--- config.mk ---
export PLATFORM = sky130hd
export DESIGN_NAME = platform_dwell_ctrl_flat
export DESIGN_NICKNAME = d
export VERILOG_FILES = /design/src/rtl/platform_dwell_ctrl_pkg.sv /design/src/rtl/platform_dwell_ctrl_if.sv /design/src/rtl/platform_dwell_ctrl_us_tick_gen.sv /design/src/rtl/platform_dwell_ctrl.sv /design/src/flat_wrapper.sv
export SDC_FILE = /design/constraint.sdc
export NUM_CORES = 1
export LEC_CHECK = 0
export ABC_AREA = 1
export CAP_MARGIN = 10
export CORE_ASPECT_RATIO = 0.5
export CORE_UTILIZATION = 47
export DETAILED_ROUTE_END_ITERATION = 12
export GPL_TIMING_DRIVEN = 0
export HOLD_SLACK_MARGIN = 0.08
export PLACE_DENSITY = 0.91
export SKIP_LAST_GASP = 1
export SYNTH_ARGS = -nofsm -noshare
export SYNTH_HDL_FRONTEND = slang
export SYNTH_HIERARCHICAL = 1
export SYNTH_SLANG_ARGS = --single-unit
--- constraint.sdc ---
create_clock -name clk -period 2 [get_ports clk]
set_input_delay 0.4 -clock clk [delete_from_list [all_inputs] [get_ports clk]]
set_output_delay 0.4 -clock clk [all_outputs]
set_load 0.02 [all_outputs]
--- src/rtl/platform_dwell_ctrl_pkg.sv ---
// platform_dwell_pkg: shared state encoding and default settings for the platform dwell controller.
package platform_dwell_pkg;

    typedef enum logic [1:0] {
        IDLE,
        DWELL,
        READY
    } state_t;

    localparam int         DEF_CLK_PER_US    = 96;
    localparam int         DEF_TIME_LONG_US  = 300;
    localparam int         DEF_TIME_SHORT_US = 100;
    localparam logic [7:0] DEF_FAST_TYPE_A   = 8'h05;
    localparam logic [7:0] DEF_FAST_TYPE_B   = 8'h06;

endpackage

--- src/rtl/platform_dwell_ctrl_if.sv ---
// platform_dwell_ctrl_if: sequencer-side inputs and down-move outputs of the dwell controller.
interface platform_dwell_ctrl_if #(
    parameter int US_W   = 10,
    parameter int TYPE_W = 8
);
    logic [TYPE_W-1:0] printhead_type;
    logic [TYPE_W-1:0] fast_type_a;
    logic [TYPE_W-1:0] fast_type_b;
    logic [US_W-1:0]   time_long_us;
    logic [US_W-1:0]   time_short_us;
    logic              st_req_print;
    logic              st_req_down;
    logic              st_platform;
    logic              ptodown_en;
    logic              ptodown_pulse;
    logic [US_W-1:0]   dwell_us;
    logic              path_fast;

    modport master (
        output printhead_type, fast_type_a, fast_type_b, time_long_us, time_short_us,
        output st_req_print, st_req_down, st_platform,
        input  ptodown_en, ptodown_pulse, dwell_us, path_fast
    );

    modport slave (
        input  printhead_type, fast_type_a, fast_type_b, time_long_us, time_short_us,
        input  st_req_print, st_req_down, st_platform,
        output ptodown_en, ptodown_pulse, dwell_us, path_fast
    );
endinterface

--- src/rtl/platform_dwell_ctrl_us_tick_gen.sv ---
// us_tick_gen: one-cycle tick every CLK_PER_US enabled cycles; count held at 0 while disabled.
module us_tick_gen #(
    parameter int CLK_PER_US = 96
) (
    input  logic clk,
    input  logic rst,
    input  logic en,
    output logic tick
);
    localparam int            CW   = (CLK_PER_US > 1) ? $clog2(CLK_PER_US) : 1;
    localparam logic [CW-1:0] LAST = CW'(CLK_PER_US - 1);

    logic [CW-1:0] cnt_q, cnt_d;

    always_comb begin
        tick  = en && (cnt_q == LAST);
        cnt_d = (!en || tick) ? '0 : cnt_q + 1'b1;
    end

    always_ff @(posedge clk) begin
        if (rst) cnt_q <= '0;
        else     cnt_q <= cnt_d;
    end
endmodule

--- src/rtl/platform_dwell_ctrl.sv ---
// platform_dwell_ctrl: measures platform dwell in microseconds and enables the Z down-move
// once the threshold chosen for the head type and PRINT-to-DOWN path is reached.
module platform_dwell_ctrl
    import platform_dwell_pkg::*;
#(
    parameter int CLK_PER_US = DEF_CLK_PER_US,
    parameter int US_W       = 10,
    parameter int TYPE_W     = 8
) (
    input  logic                  clk,
    input  logic                  rst,
    platform_dwell_ctrl_if.slave  bus
);
    localparam logic [US_W-1:0] DWELL_MAX = '1;

    state_t            state_q, state_d;
    logic              p_q, p_d;
    logic [US_W-1:0]   dwell_q, dwell_d;
    logic [US_W-1:0]   thr_q, thr_d;
    logic              fast_q, fast_d;
    logic              en_q, en_d;
    logic              pulse_q, pulse_d;
    logic              tick;
    logic              fast_sel;
    logic [US_W-1:0]   thr_sel;
    logic [TYPE_W-1:0] ptype;

    us_tick_gen #(.CLK_PER_US(CLK_PER_US)) u_tick (
        .clk  (clk),
        .rst  (rst),
        .en   (bus.st_platform),
        .tick (tick)
    );

    assign ptype = bus.printhead_type;

    always_comb begin
        p_d      = bus.st_req_print ? 1'b1 : bus.st_req_down ? 1'b0 : p_q;
        fast_sel = p_d && (ptype == bus.fast_type_a || ptype == bus.fast_type_b);
        thr_sel  = fast_sel ? bus.time_short_us : bus.time_long_us;
        dwell_d  = !bus.st_platform ? '0 :
                   (tick && dwell_q != DWELL_MAX) ? dwell_q + 1'b1 : dwell_q;
        state_d  = state_q;
        thr_d    = thr_q;
        fast_d   = fast_q;
        // Leaving the platform phase overrides every other transition.
        if (!bus.st_platform) begin
            state_d = IDLE;
            fast_d  = 1'b0;
        end else begin
            case (state_q)
                IDLE: begin
                    state_d = (thr_sel == '0) ? READY : DWELL;
                    thr_d   = thr_sel;
                    fast_d  = fast_sel;
                end
                DWELL:   state_d = (dwell_q >= thr_q) ? READY : DWELL;
                default: state_d = READY;
            endcase
        end
        en_d    = (state_d == READY);
        pulse_d = (state_d == READY) && (state_q != READY);
    end

    always_ff @(posedge clk) begin
        if (rst) begin
            state_q <= IDLE;
            p_q     <= 1'b0;
            dwell_q <= '0;
            thr_q   <= '0;
            fast_q  <= 1'b0;
            en_q    <= 1'b0;
            pulse_q <= 1'b0;
        end else begin
            state_q <= state_d;
            p_q     <= p_d;
            dwell_q <= dwell_d;
            thr_q   <= thr_d;
            fast_q  <= fast_d;
            en_q    <= en_d;
            pulse_q <= pulse_d;
        end
    end

    assign bus.ptodown_en    = en_q;
    assign bus.ptodown_pulse = pulse_q;
    assign bus.dwell_us      = dwell_q;
    assign bus.path_fast     = fast_q;
endmodule

--- src/flat_wrapper.sv ---
// flat-port wrapper written by rule: the top's interface ports become plain ports
module platform_dwell_ctrl_flat import platform_dwell_pkg::*;
#(
    parameter int CLK_PER_US = DEF_CLK_PER_US,
    parameter int US_W       = 10,
    parameter int TYPE_W     = 8
)
  (clk, rst, bus_printhead_type, bus_fast_type_a, bus_fast_type_b, bus_time_long_us, bus_time_short_us, bus_st_req_print, bus_st_req_down, bus_st_platform, bus_ptodown_en, bus_ptodown_pulse, bus_dwell_us, bus_path_fast);
  platform_dwell_ctrl_if #(.US_W(US_W), .TYPE_W(TYPE_W)) bus_i ();
  input  logic clk;
  input  logic rst;
  input wire logic [$bits(bus_i.printhead_type)-1:0] bus_printhead_type;
  input wire logic [$bits(bus_i.fast_type_a)-1:0] bus_fast_type_a;
  input wire logic [$bits(bus_i.fast_type_b)-1:0] bus_fast_type_b;
  input wire logic [$bits(bus_i.time_long_us)-1:0] bus_time_long_us;
  input wire logic [$bits(bus_i.time_short_us)-1:0] bus_time_short_us;
  input wire logic [$bits(bus_i.st_req_print)-1:0] bus_st_req_print;
  input wire logic [$bits(bus_i.st_req_down)-1:0] bus_st_req_down;
  input wire logic [$bits(bus_i.st_platform)-1:0] bus_st_platform;
  output wire logic [$bits(bus_i.ptodown_en)-1:0] bus_ptodown_en;
  output wire logic [$bits(bus_i.ptodown_pulse)-1:0] bus_ptodown_pulse;
  output wire logic [$bits(bus_i.dwell_us)-1:0] bus_dwell_us;
  output wire logic [$bits(bus_i.path_fast)-1:0] bus_path_fast;
  assign bus_i.printhead_type = bus_printhead_type;
  assign bus_i.fast_type_a = bus_fast_type_a;
  assign bus_i.fast_type_b = bus_fast_type_b;
  assign bus_i.time_long_us = bus_time_long_us;
  assign bus_i.time_short_us = bus_time_short_us;
  assign bus_i.st_req_print = bus_st_req_print;
  assign bus_i.st_req_down = bus_st_req_down;
  assign bus_i.st_platform = bus_st_platform;
  assign bus_ptodown_en = bus_i.ptodown_en;
  assign bus_ptodown_pulse = bus_i.ptodown_pulse;
  assign bus_dwell_us = bus_i.dwell_us;
  assign bus_path_fast = bus_i.path_fast;
  platform_dwell_ctrl #(.CLK_PER_US(CLK_PER_US), .US_W(US_W), .TYPE_W(TYPE_W)) u_core (.clk(clk), .rst(rst), .bus(bus_i));
endmodule
==> impl_metrics.csv <==
group,metric,value,unit
run_status,status,"finished, final reports clean",
floorplan,rows,16,
synth,avgSynthCellArea,6.461,sq um
layout,n_fill_cell,295,
drt,vias_per_cell,5.011,
setup_path,cpMostUsedCell,"inv_2",
global_route,grt_pass1_wl,8500,microns
setup_path,ff2ff_path_depth,10,
timing,max_freq,510.8,MHz
clock_tree,cts_hold_buf,0,
setup_path,regToRegStartpoint,"u_core/u_tick/cnt_q[0]",
clock_tree,clock_tree.buffer_depth,2,
clock_tree,cts_buffers,5,
run,cap_violations,0,
placed_design,place_inst,439,
placed_design,gp_congestion,0.7880,
clock_tree,root_buffer,"clkbuf_8",
layout,fin_cells,456,
layout,antennaDiodeCount,0,
floorplan,start_util,51.26,%
synth,syn_inst,324,
drt,drt_iter0_drc,83,
power_and_ir_drop,cellPowerDensity,535.5,nW/um^2
clock_tree,h-tree-depth,2,
placed_design,post-dp-hpwl,3912,microns
clock_tree,cts_tree,"built",
layout,num-nets-final,462,
global_route,grt_busiest_layer,"met2",
hold_path,hold_start,"u_core/u_tick/cnt_q[0]",
timing,slew_viol_final,0,
power_and_ir_drop,peakVddDrop,0.2753,mV
global_route,met1_usage,24.43,%
floorplan,die_x,96.38,microns
synth,synth.distinct_cells,29,
timing,setup_ws,42.27,ps
layout,drive_gt1_share,9.204,%
setup_path,endpoint,"u_core/bus.dwell_us[9]",
setup_path,crit_fanout,3,
setup_path,critPathKind,"input port to flop",
timing,max_slew_margin,75.18,%
synth,synth_fp_nets,385,
hold_path,hold_class,"flop to flop",
global_route,grt_use_met2,44.44,%
clock_tree,clk_latency,290,ps
timing,hold-worst-slack,478.7,ps
layout,final_cell_mix,"95 x nand2_1, 62 x inv_1, 37 x clkdlybuf4s50_1",
setup_path,cpPeakStageDelay,530,ps
setup_path,startpoint_type,"input port",
placed_design,pre_cts_slack,-460.3,ps
timing,period_needed,1958,ps
setup_path,r2r_end,"u_core/bus.dwell_us[9]",
setup_path,crit_path_start,"bus_st_platform",
drt,drcViolationCount,0,
drt,firstDrtPassIters,5,
timing,worst_pin_slew,368.3,ps
timing,fin_crit_sh,97.89,%
floorplan,core,4084,sq um
power_and_ir_drop,power_leakage,1.637,nW
global_route,grt_antenna_before_repair,0,
drt,drt-total-wl,5778,microns
setup_path,cp.arrival,2140,ps
global_route,gr-usage-met3,7.632,%
timing,finalSetupViolations,0,
setup_path,cp.required,2180,ps
setup_path,regToRegSetupSlack,80,ps
synth,ys_warn_count,6,
drt,wl_per_cell,12.67,microns
drt,ant_nets,0,
layout,layout_commonest_cell,"nand2_1",
synth,synth_seq_cells,33,
global_route,overflow,0,
clock_tree,clk_pin_slew,70,ps
setup_path,crit_path_cell_trace,"clkdlybuf4s50_1 > inv_2 > nor3_4 > nand2_2 > inv_2 > nand4_1 > nor3_2 > nand3_1 > o21ai_2 > a21oi_1",
global_route,grt_use_total,23.48,%
placed_design,placement.io_buffers,61,
timing,fin_worst_skew,7.977,ps
timing,hold_viol_final,0,
drt,num_vias,2285,
setup_path,endpoint_kind,"flop",
timing,grt_setup_unrepaired,"yes",
global_route,grt_max_degree,11,
synth,ys_seq_area_share,31.56,%
setup_path,critPathSlowestCell,"clkdlybuf4s50_1",
floorplan,die_area,4741,sq um
floorplan,die_height,49.19,microns
synth,synthesis.area,2093,sq um
clock_tree,cts_sinks,33,
global_route,grt_pass1_vias,2094,
layout,area_growth,46.08,%
floorplan,ios,62,
per-layer routing:
metal / vias to the layer above / routed length, microns
li1: 1151 / -
met1: 1039 / 2177
met5: - / 0
met2: 79 / 3139
met3: 16 / 329
met4: 0 / 131
critical path: cells and delay by family:
family,cells,cell delay (ps)
AND/OR/NAND/NOR,5,860
buffers and inverters,3,690
AO/OA/AOI/OAI,2,190
power by group:
group / switching [mW] / internal, mW / total, mW
combinational: 0.143 / 0.149 / 0.292
clock: 0.250 / 0.406 / 0.656
sequential: 0.0109 / 0.678 / 0.689
total: 0.404 / 1.23 / 1.64
flip-flops by register name, summed over array words and instances (netlist names):
signal / count
u_core/bus.ptodown_en: 1
u_core/state_q: 2
u_core/bus.ptodown_pulse: 1
u_core/p_q: 1
u_core/bus.path_fast: 1
u_core/u_tick/cnt_q: 7
u_core/thr_q: 10
u_core/bus.dwell_us: 10
worst min path at each step:
| stage | slack [ps] | to | cells past startpoint |
|---|---|---|---|
| floorplan | 430 | u_core/u_tick/cnt_q[0] | 1 |
| global placement | 440 | u_core/u_tick/cnt_q[0] | 1 |
| detailed placement | 470 | u_core/u_tick/cnt_q[0] | 1 |
| CTS | 480 | u_core/u_tick/cnt_q[0] | 1 |
| global route | 500 | u_core/u_tick/cnt_q[0] | 1 |
| finish | 480 | u_core/u_tick/cnt_q[0] | 1 |
logic make-up after synthesis:
logic type / Yosys count / synth area share (%)
and+or+nand+nor: 155 / 32.04
DFF: 33 / 31.56
AOI/OAI and AO/OA: 42 / 10.94
adders and majority gates: 12 / 7.173
buffers and inverters: 72 / 14.11
xor gates and xnor gates: 10 / 4.184
layout make-up:
type	instances	area [sq um]	area share, %
Tap cell	54	67.56	2.209
Sequential cell	33	660.6	21.60
Buffer	5	43.79	1.432
Timing Repair Buffer	70	742.0	24.26
Multi-Input combinational cell	219	1176	38.46
Clock inverter	1	30.03	0.9820
Clock buffer	7	86.33	2.823
Inverter	67	251.5	8.224
through the flow:
step | instance area, sq um | power, mW | setup TNS (ps) | util [%]
floorplan | 2093 | 0.8421 | 0 | -
global placement | 2771 | 0.9668 | -1757 | 67.86
detailed placement | 2771 | 0.9809 | -2462 | 67.86
CTS | 2900 | 1.630 | 0 | 71.02
global route | 3058 | 1.714 | -155.5 | 74.88
finish | 3058 | 1.638 | 0 | 74.88
cells in the mapped netlist, drive strengths merged:
| cell type | number | share of area (%) |
|---|---|---|
| nor3b | 1 | 0.36 |
| nor4 | 1 | 0.30 |
| dfxtp | 33 | 32 |
| nor2 | 25 | 4.6 |
| nand3b | 8 | 2.9 |
| xor2 | 2 | 0.84 |
| ha | 12 | 7.2 |
| o21bai | 2 | 0.72 |
| a21boi | 2 | 0.72 |
| nand3 | 15 | 4.1 |
| inv | 66 | 12 |
| xnor2 | 8 | 3.3 |
| o21ai | 22 | 5.4 |
| nor3 | 3 | 0.96 |
| clkbuf | 3 | 1.0 |
| nand4 | 2 | 0.60 |
| buf | 2 | 1.1 |
| clkinv | 1 | 0.18 |
| a21oi | 14 | 3.3 |
| nand2 | 100 | 18 |
| a211oi | 1 | 0.36 |
| o21a | 1 | 0.36 |
repair_timing:
| action | CTS | global route |
|---|---|---|
| endpoints found under the hold margin | 0 | 0 |
| pin swaps | 1 | 23 |
| cloned | 0 | 2 |
| setup buffers | 1 | 6 |
| endpoints found under the setup margin | 4 | 7 |
| gates resized for setup | 2 | 40 |
Note: power is estimated with default switching activity, not from simulation.
